--- src/rtl/button_conditioner.sv ---
// Debounced, auto-repeating push-button conditioner: per-channel 2-flop
// synchronizer, debounce FSM and hold/repeat timer with registered strobes.
module button_conditioner #(
  parameter int unsigned NUM_BTN         = 2,
  parameter int unsigned DEBOUNCE_CYCLES = 270000,
  parameter int unsigned HOLD_CYCLES     = 13500000,
  parameter int unsigned REPEAT_CYCLES   = 2700000,
  parameter int unsigned CNT_W           = 24
) (
  input  logic               clk,
  input  logic               rst,
  input  logic [NUM_BTN-1:0] btn_n,
  output logic [NUM_BTN-1:0] press,
  output logic [NUM_BTN-1:0] held,
  output logic [NUM_BTN-1:0] released
);

  typedef enum logic [2:0] {
    IDLE,
    DB_PRESS,
    HELD,
    REPEAT,
    DB_REL
  } state_t;

  // Hold and repeat intervals are measured from the cycle after the strobe,
  // so their terminal counts are the full interval rather than interval-1.
  localparam logic [CNT_W-1:0] DB_LAST   = CNT_W'(DEBOUNCE_CYCLES - 1);
  localparam logic [CNT_W-1:0] HOLD_LAST = CNT_W'(HOLD_CYCLES);
  localparam logic [CNT_W-1:0] REP_LAST  = CNT_W'(REPEAT_CYCLES);

  logic [NUM_BTN-1:0] sync1;
  logic [NUM_BTN-1:0] sync2;
  logic [NUM_BTN-1:0] p;

  always_ff @(posedge clk) begin
    if (rst) begin
      sync1 <= '1;
      sync2 <= '1;
    end else begin
      sync1 <= btn_n;
      sync2 <= sync1;
    end
  end

  assign p = ~sync2;

  for (genvar g = 0; g < NUM_BTN; g++) begin : g_ch
    state_t           state;
    state_t           state_nx;
    logic [CNT_W-1:0] cnt;
    logic [CNT_W-1:0] cnt_nx;
    logic             press_nx;
    logic             rel_nx;
    logic             held_nx;
    logic             press_q;
    logic             held_q;
    logic             rel_q;

    always_comb begin
      state_nx = state;
      cnt_nx   = cnt;
      press_nx = 1'b0;
      rel_nx   = 1'b0;
      unique case (state)
        IDLE: begin
          if (p[g]) begin
            state_nx = DB_PRESS;
            cnt_nx   = '0;
          end
        end
        DB_PRESS: begin
          if (!p[g]) begin
            state_nx = IDLE;
            cnt_nx   = '0;
          end else if (cnt == DB_LAST) begin
            state_nx = HELD;
            cnt_nx   = '0;
            press_nx = 1'b1;
          end else begin
            cnt_nx = cnt + CNT_W'(1);
          end
        end
        HELD: begin
          if (!p[g]) begin
            state_nx = DB_REL;
            cnt_nx   = '0;
          end else if (cnt == HOLD_LAST) begin
            state_nx = REPEAT;
            cnt_nx   = '0;
            press_nx = 1'b1;
          end else begin
            cnt_nx = cnt + CNT_W'(1);
          end
        end
        REPEAT: begin
          if (!p[g]) begin
            state_nx = DB_REL;
            cnt_nx   = '0;
          end else if (cnt == REP_LAST) begin
            cnt_nx   = '0;
            press_nx = 1'b1;
          end else begin
            cnt_nx = cnt + CNT_W'(1);
          end
        end
        DB_REL: begin
          if (p[g]) begin
            state_nx = HELD;
            cnt_nx   = '0;
          end else if (cnt == DB_LAST) begin
            state_nx = IDLE;
            cnt_nx   = '0;
            rel_nx   = 1'b1;
          end else begin
            cnt_nx = cnt + CNT_W'(1);
          end
        end
        default: begin
          state_nx = IDLE;
          cnt_nx   = '0;
        end
      endcase
    end

    assign held_nx = (state_nx == HELD) || (state_nx == REPEAT) || (state_nx == DB_REL);

    always_ff @(posedge clk) begin
      if (rst) begin
        state   <= IDLE;
        cnt     <= '0;
        press_q <= 1'b0;
        held_q  <= 1'b0;
        rel_q   <= 1'b0;
      end else begin
        state   <= state_nx;
        cnt     <= cnt_nx;
        press_q <= press_nx;
        held_q  <= held_nx;
        rel_q   <= rel_nx;
      end
    end

    assign press[g]    = press_q;
    assign held[g]     = held_q;
    assign released[g] = rel_q;
  end

endmodule

--- config.mk ---
export PLATFORM = sky130hd
export DESIGN_NAME = button_conditioner
export DESIGN_NICKNAME = d
export VERILOG_FILES = /design/src/rtl/button_conditioner.sv
export SDC_FILE = /design/constraint.sdc
export NUM_CORES = 1
export LEC_CHECK = 0
export ABC_AREA = 1
export BUFFER_PORTS_ARGS = -buffer_cell sky130_fd_sc_hd__buf_4
export CORE_UTILIZATION = 40
export DETAILED_ROUTE_END_ITERATION = 16
export SLEW_MARGIN = 20
export SYNTH_ARGS = -nofsm -noshare
export SYNTH_HDL_FRONTEND = slang
export SYNTH_SLANG_ARGS = --single-unit
--- constraint.sdc ---
create_clock -name clk -period 2.1 [get_ports clk]
set_clock_uncertainty 0.1 [all_clocks]
set_input_delay 0 -clock clk [delete_from_list [all_inputs] [get_ports clk]]
set_output_delay 0 -clock clk [all_outputs]
set_load 0.01 [all_outputs]
Word level (Yosys, flattened, before mapping):

Cells that the tools add are included.

* equality and inequality tests: 22
* add/subtract/negate cells: 2
* multiplexer cells: 50
* bitwise gates (word level): 3
* reduce and logical (&&, ||, !) cells: 8

Operators with widths (count)
* $mux W24: 16
* $pmux W24 S5: 2
* $add A24 B1 Y24 const B: 2
* $eq A24 B19 Y1 const B: 2
* $eq A24 B22 Y1 const B: 2
* $eq A24 B24 Y1 const B: 2
* $mux W3: 16
* $pmux W3 S5: 2
* $eq A3 B2 Y1 const B: 8
* $eq A3 B3 Y1 const B: 4
* $mux W1: 12
* $eq A3 B1 Y1 const B: 2
* $logic_not A3 Y1: 2
* $pmux W1 S3: 2
* $reduce_or A3 Y1: 2
* $logic_or A1 B1 Y1: 4
* $ne A2 B2 Y1 const B: 2
* $not A1 Y1: 2
* $not A2 Y2: 1

* logic and storage cells: 97
* output and inout port bits: 6
* input bits: 4
* register bits: 64

Logic depth before layout (Yosys ltp):

* depth in word-level cells: 7
* depth in mapped cells: 13
* gate-level depth less buffers: 11

Worst setup path before layout:

No wires, ideal clock.

* path kind: register to register
* from: register g_ch[1].cnt[1]
* to: register g_ch[1].cnt[6]
* required time: 1.878 ns
* setup time: 0.122 ns
* buffers on the path: 1
* clock period less this slack: 1.756 ns
* setup slack: 0.344 ns
* arrival: 1.534 ns
* cell stages (with the launch flop): 12
* path through: dfxtp_1 > ha_1 > nand3_1 > nor2_2 > nand3_2 > nand2_1 > nand3_2 > nand2_2 > nand2_2 > nand2_4 > buf_12 > nor2_2

* word-level cells in the longest chain between the ends: 4
* elaborated cells between the ends (all ways): 12
* those cells by class: add/sub (1); eq/ne (3); mux (8)

Ends and longest elaborated chain
* start: declaration: line 51 `logic [CNT_W-1:0] cnt;`
* start signal: assignment: line 137 `cnt <= cnt_nx;`
* $add A24 B1 Y24 (tied with other cells)
* $mux W24 (on tied branches) (2 in a row)
* $pmux W24 S5 *: line 65 `unique case (state)`

Every way passes the cells marked *; elsewhere a longest branch is shown, timed or not.
A chain may end at the register's enable or synchronous reset.

Worst setup path after layout:

* from: register g_ch[1].cnt[16]
* to: register g_ch[1].cnt[7]

* word-level cells in the longest chain between the ends: 4
* elaborated cells between the ends (all ways): 11
* those cells by class: eq/ne (3); mux (8)

Ends and longest elaborated chain (line)
* $eq A24 B19 Y1 (tied with other cells): 76, 111
* $mux W24 (on tied branches) (2 in a row)
* $pmux W24 S5 *: 65

Marks and branches as above.

==> flow_summary.json <==
{
  "status": "completed",
  "crit_slowest_cell": "dfxtp_1",
  "setup_ws_ns": 0.135,
  "p_leak_uw": 0.00173,
  "synth_seq_cells": 64,
  "fin_crit_sh_pct": 93.6,
  "path_clk_slew_ns": 0.08,
  "synth_mux_area_share_pct": 0,
  "die_w_um": 102,
  "met1_length_mm": 4.78,
  "grt_max_degree": 23,
  "synthAdderAreaFrac_pct": 1.25,
  "hold_class": "reg2reg",
  "cp-start-kind": "flop",
  "critPathArrivalTime_ns": 2.11,
  "dr_total_vias": 3957,
  "cp.buffers_inverters": 1,
  "grt_overflow": 0,
  "yosysTopAreaCell": "dfxtp_1",
  "reg2reg_slack_ns": 0.13,
  "crit_path_end_kind": "flop",
  "clock_latency_ns": 0.37,
  "synth_top_family_by_area": "simple AND/OR/NAND/NOR gates",
  "synth-seq-area-share_pct": 31.9,
  "critical_path.max_fanout": 7,
  "rows": 36,
  "path_cells": "inv_1 -> nor2_1 -> nand2_1 -> nor2_1 -> nand3_1 -> nand2_1 -> nand3_4 -> nand2_2 -> nand2_2 -> nand2_4 -> nor2_2",
  "yosysMostFrequentCell": "nand2_1",
  "core_area_um2": 9730,
  "dp_slack_ns": 0.0326,
  "yosys.cell_types.count": 41,
  "final-setup-viol-count": 0,
  "place.gp.congestion": 0.965,
  "wirelength_mm": 10.1,
  "max-clock-path-buffers": 2,
  "ios": 10,
  "worst-setup-path-type": "reg2reg",
  "io_buffers": 9,
  "grt_pass1_wl_mm": 17.3,
  "die_y_um": 102,
  "synth_xor_area_share_pct": 2.84,
  "syn_to_final_growth_pct": 14.0,
  "synth-compound-area-share_pct": 7.80,
  "synth_edf_count": 0,
  "crit_required_ns": 2.25,
  "wl_per_cell_um": 13.0,
  "n_antenna_cell": 0,
  "holdWs_ns": 0.321,
  "avgSynthCellArea_um2": 6.40,
  "fin_cells": 781,
  "max_cap_viol_count": 0,
  "min_period_ns": 1.97,
  "slowest_delay_ns": 0.46,
  "drive_above_1_share_pct": 15.0,
  "peakVddDrop_mv": 0.600,
  "cts_tree": "yes",
  "firstDrtPassIters": 6,
  "yosys-top-cells-area": "dfxtp_1 32%, nand2_1 12%, nor2_1 11%",
  "die_area_um2": 10400,
  "synthCells": 627,
  "synthFlopType": "dfxtp_1",
  "synthArstFlopShare_pct": 0,
  "max_slew_margin_pct": 41.4,
  "grtUsageTotal_pct": 21.4,
  "yosysWarnings": 0,
  "highest_layer": "met4",
  "worst_pin_slew_ns": 0.879,
  "syn_area_um2": 4010,
  "first_iter_violations": 230,
  "dp_hpwl_mm": 7.53,
  "synth_top_cell_area_share_pct": 31.9,
  "wl_met3_um": 698,
  "synth_nets": 635,
  "avgViaCountPerCell": 5.07,
  "power.density_nw_per_um2": 597,
  "yosys.area_share.simple_pct": 44.4,
  "h-tree-depth": 3,
  "cts-buffers-inserted": 9,
  "place_inst": 760,
  "start_util_pct": 41.2,
  "cts-root-buf": "clkbuf_8",
  "grt_pass1_vias": 3627,
  "ant_nets": 0,
  "nets": 652,
  "met2WireLength_mm": 4.46,
  "antenna_found_initial": 0,
  "slew_viol_final": 0,
  "synth_commonest_cells": "127 x nand2_1, 116 x nor2_1, 82 x inv_1, 64 x dfxtp_1, 54 x nand3_1",
  "drc": 0,
  "cp_top_family": "simple AND/OR/NAND/NOR gates",
  "max_freq_mhz": 509,
  "cts_sinks": 64,
  "hold_violations": 0
}
[layer usage]
metal	up-vias	track usage, %
met1	1794	28.9
li1	2035	-
met2	110	32.6
met5	-	0
met3	18	5.27
met4	0	8.90
[layout by cell type (no fill, tap or decap), drive strengths merged, types with 11 or more instances in the layout]
master / count
nor3: 20
nand4: 24
a21oi: 23
o21ai: 19
buf: 19
nand2: 136
nor2: 136
dfxtp: 64
xor2: 11
inv: 89
nand3: 58
[final timing paths]
check,cells after the start,start,end
worst max register to register,11,g_ch[1].cnt[16],g_ch[1].cnt[7]
worst min-delay path,1,sync1[0],sync2[0]
worst min register to register,1,sync1[0],sync2[0]
worst max-delay path,11,g_ch[1].cnt[16],g_ch[1].cnt[7]
[worst reg2reg max path: cells and delay by family, from the launching register on]
family                 cells  cell delay (ns)
and+or+nand+nor           10             1.18
DFF                        1             0.46
buffers and inverters      1             0.10
[final cells by class]
| cell class | instances | area, um^2 |
|---|---|---|
| Clock buffer | 9 | 124 |
| Clock inverter | 6 | 133 |
| Fill cell | 1020 | 5160 |
| Inverter | 90 | 338 |
| Multi-Input combinational cell | 455 | 2340 |
| Sequential cell | 64 | 1280 |
| Tap cell | 133 | 166 |
| Timing Repair Buffer | 24 | 193 |
[registers in the layout, summed over array words and instances, names as in the netlist]
register / count
g_ch.cnt: 48
g_ch.held_q: 2
g_ch.press_q: 2
g_ch.rel_q: 2
g_ch.state: 6
sync1: 2
sync2: 2
[where the power goes]
group / total [uW] / internal (uW) / switching (uW)
registers: 1220 / 1220 / 4.68
clock network: 1390 / 899 / 492
logic: 116 / 35.3 / 80.8
[cells by family (layout without fill, tap and decap cells)]
kind of cell               count (synthesis)  in the layout
AOI/OAI and AO/OA                         54             54
DFF                                       64             64
and+or+nand+nor                          383            384
buffers and inverters                    109            129
adders and majority gates                  4              4
xor gates and xnor gates                  13             13
[per-stage QoR]
stage	total power, uW	util [%]	area, um^2	setup TNS (ns)
after floorplan	1330	-	4010	0
after global placement	1350	43.0	4190	0
after detailed placement	1350	43.0	4190	0
after CTS	2770	46.2	4490	0
after global routing	2830	47.0	4570	-0.0109
final	2730	47.0	4570	0
[timing repair]
action                                  in CTS  in global routing
endpoints found under the setup margin       0                 38
hold buffers                                 5                  0
buffers inserted                             0                  0
hold endpoints to repair                    21                  0
resized for setup                            0                 14
(Power assumes the default switching activity.)
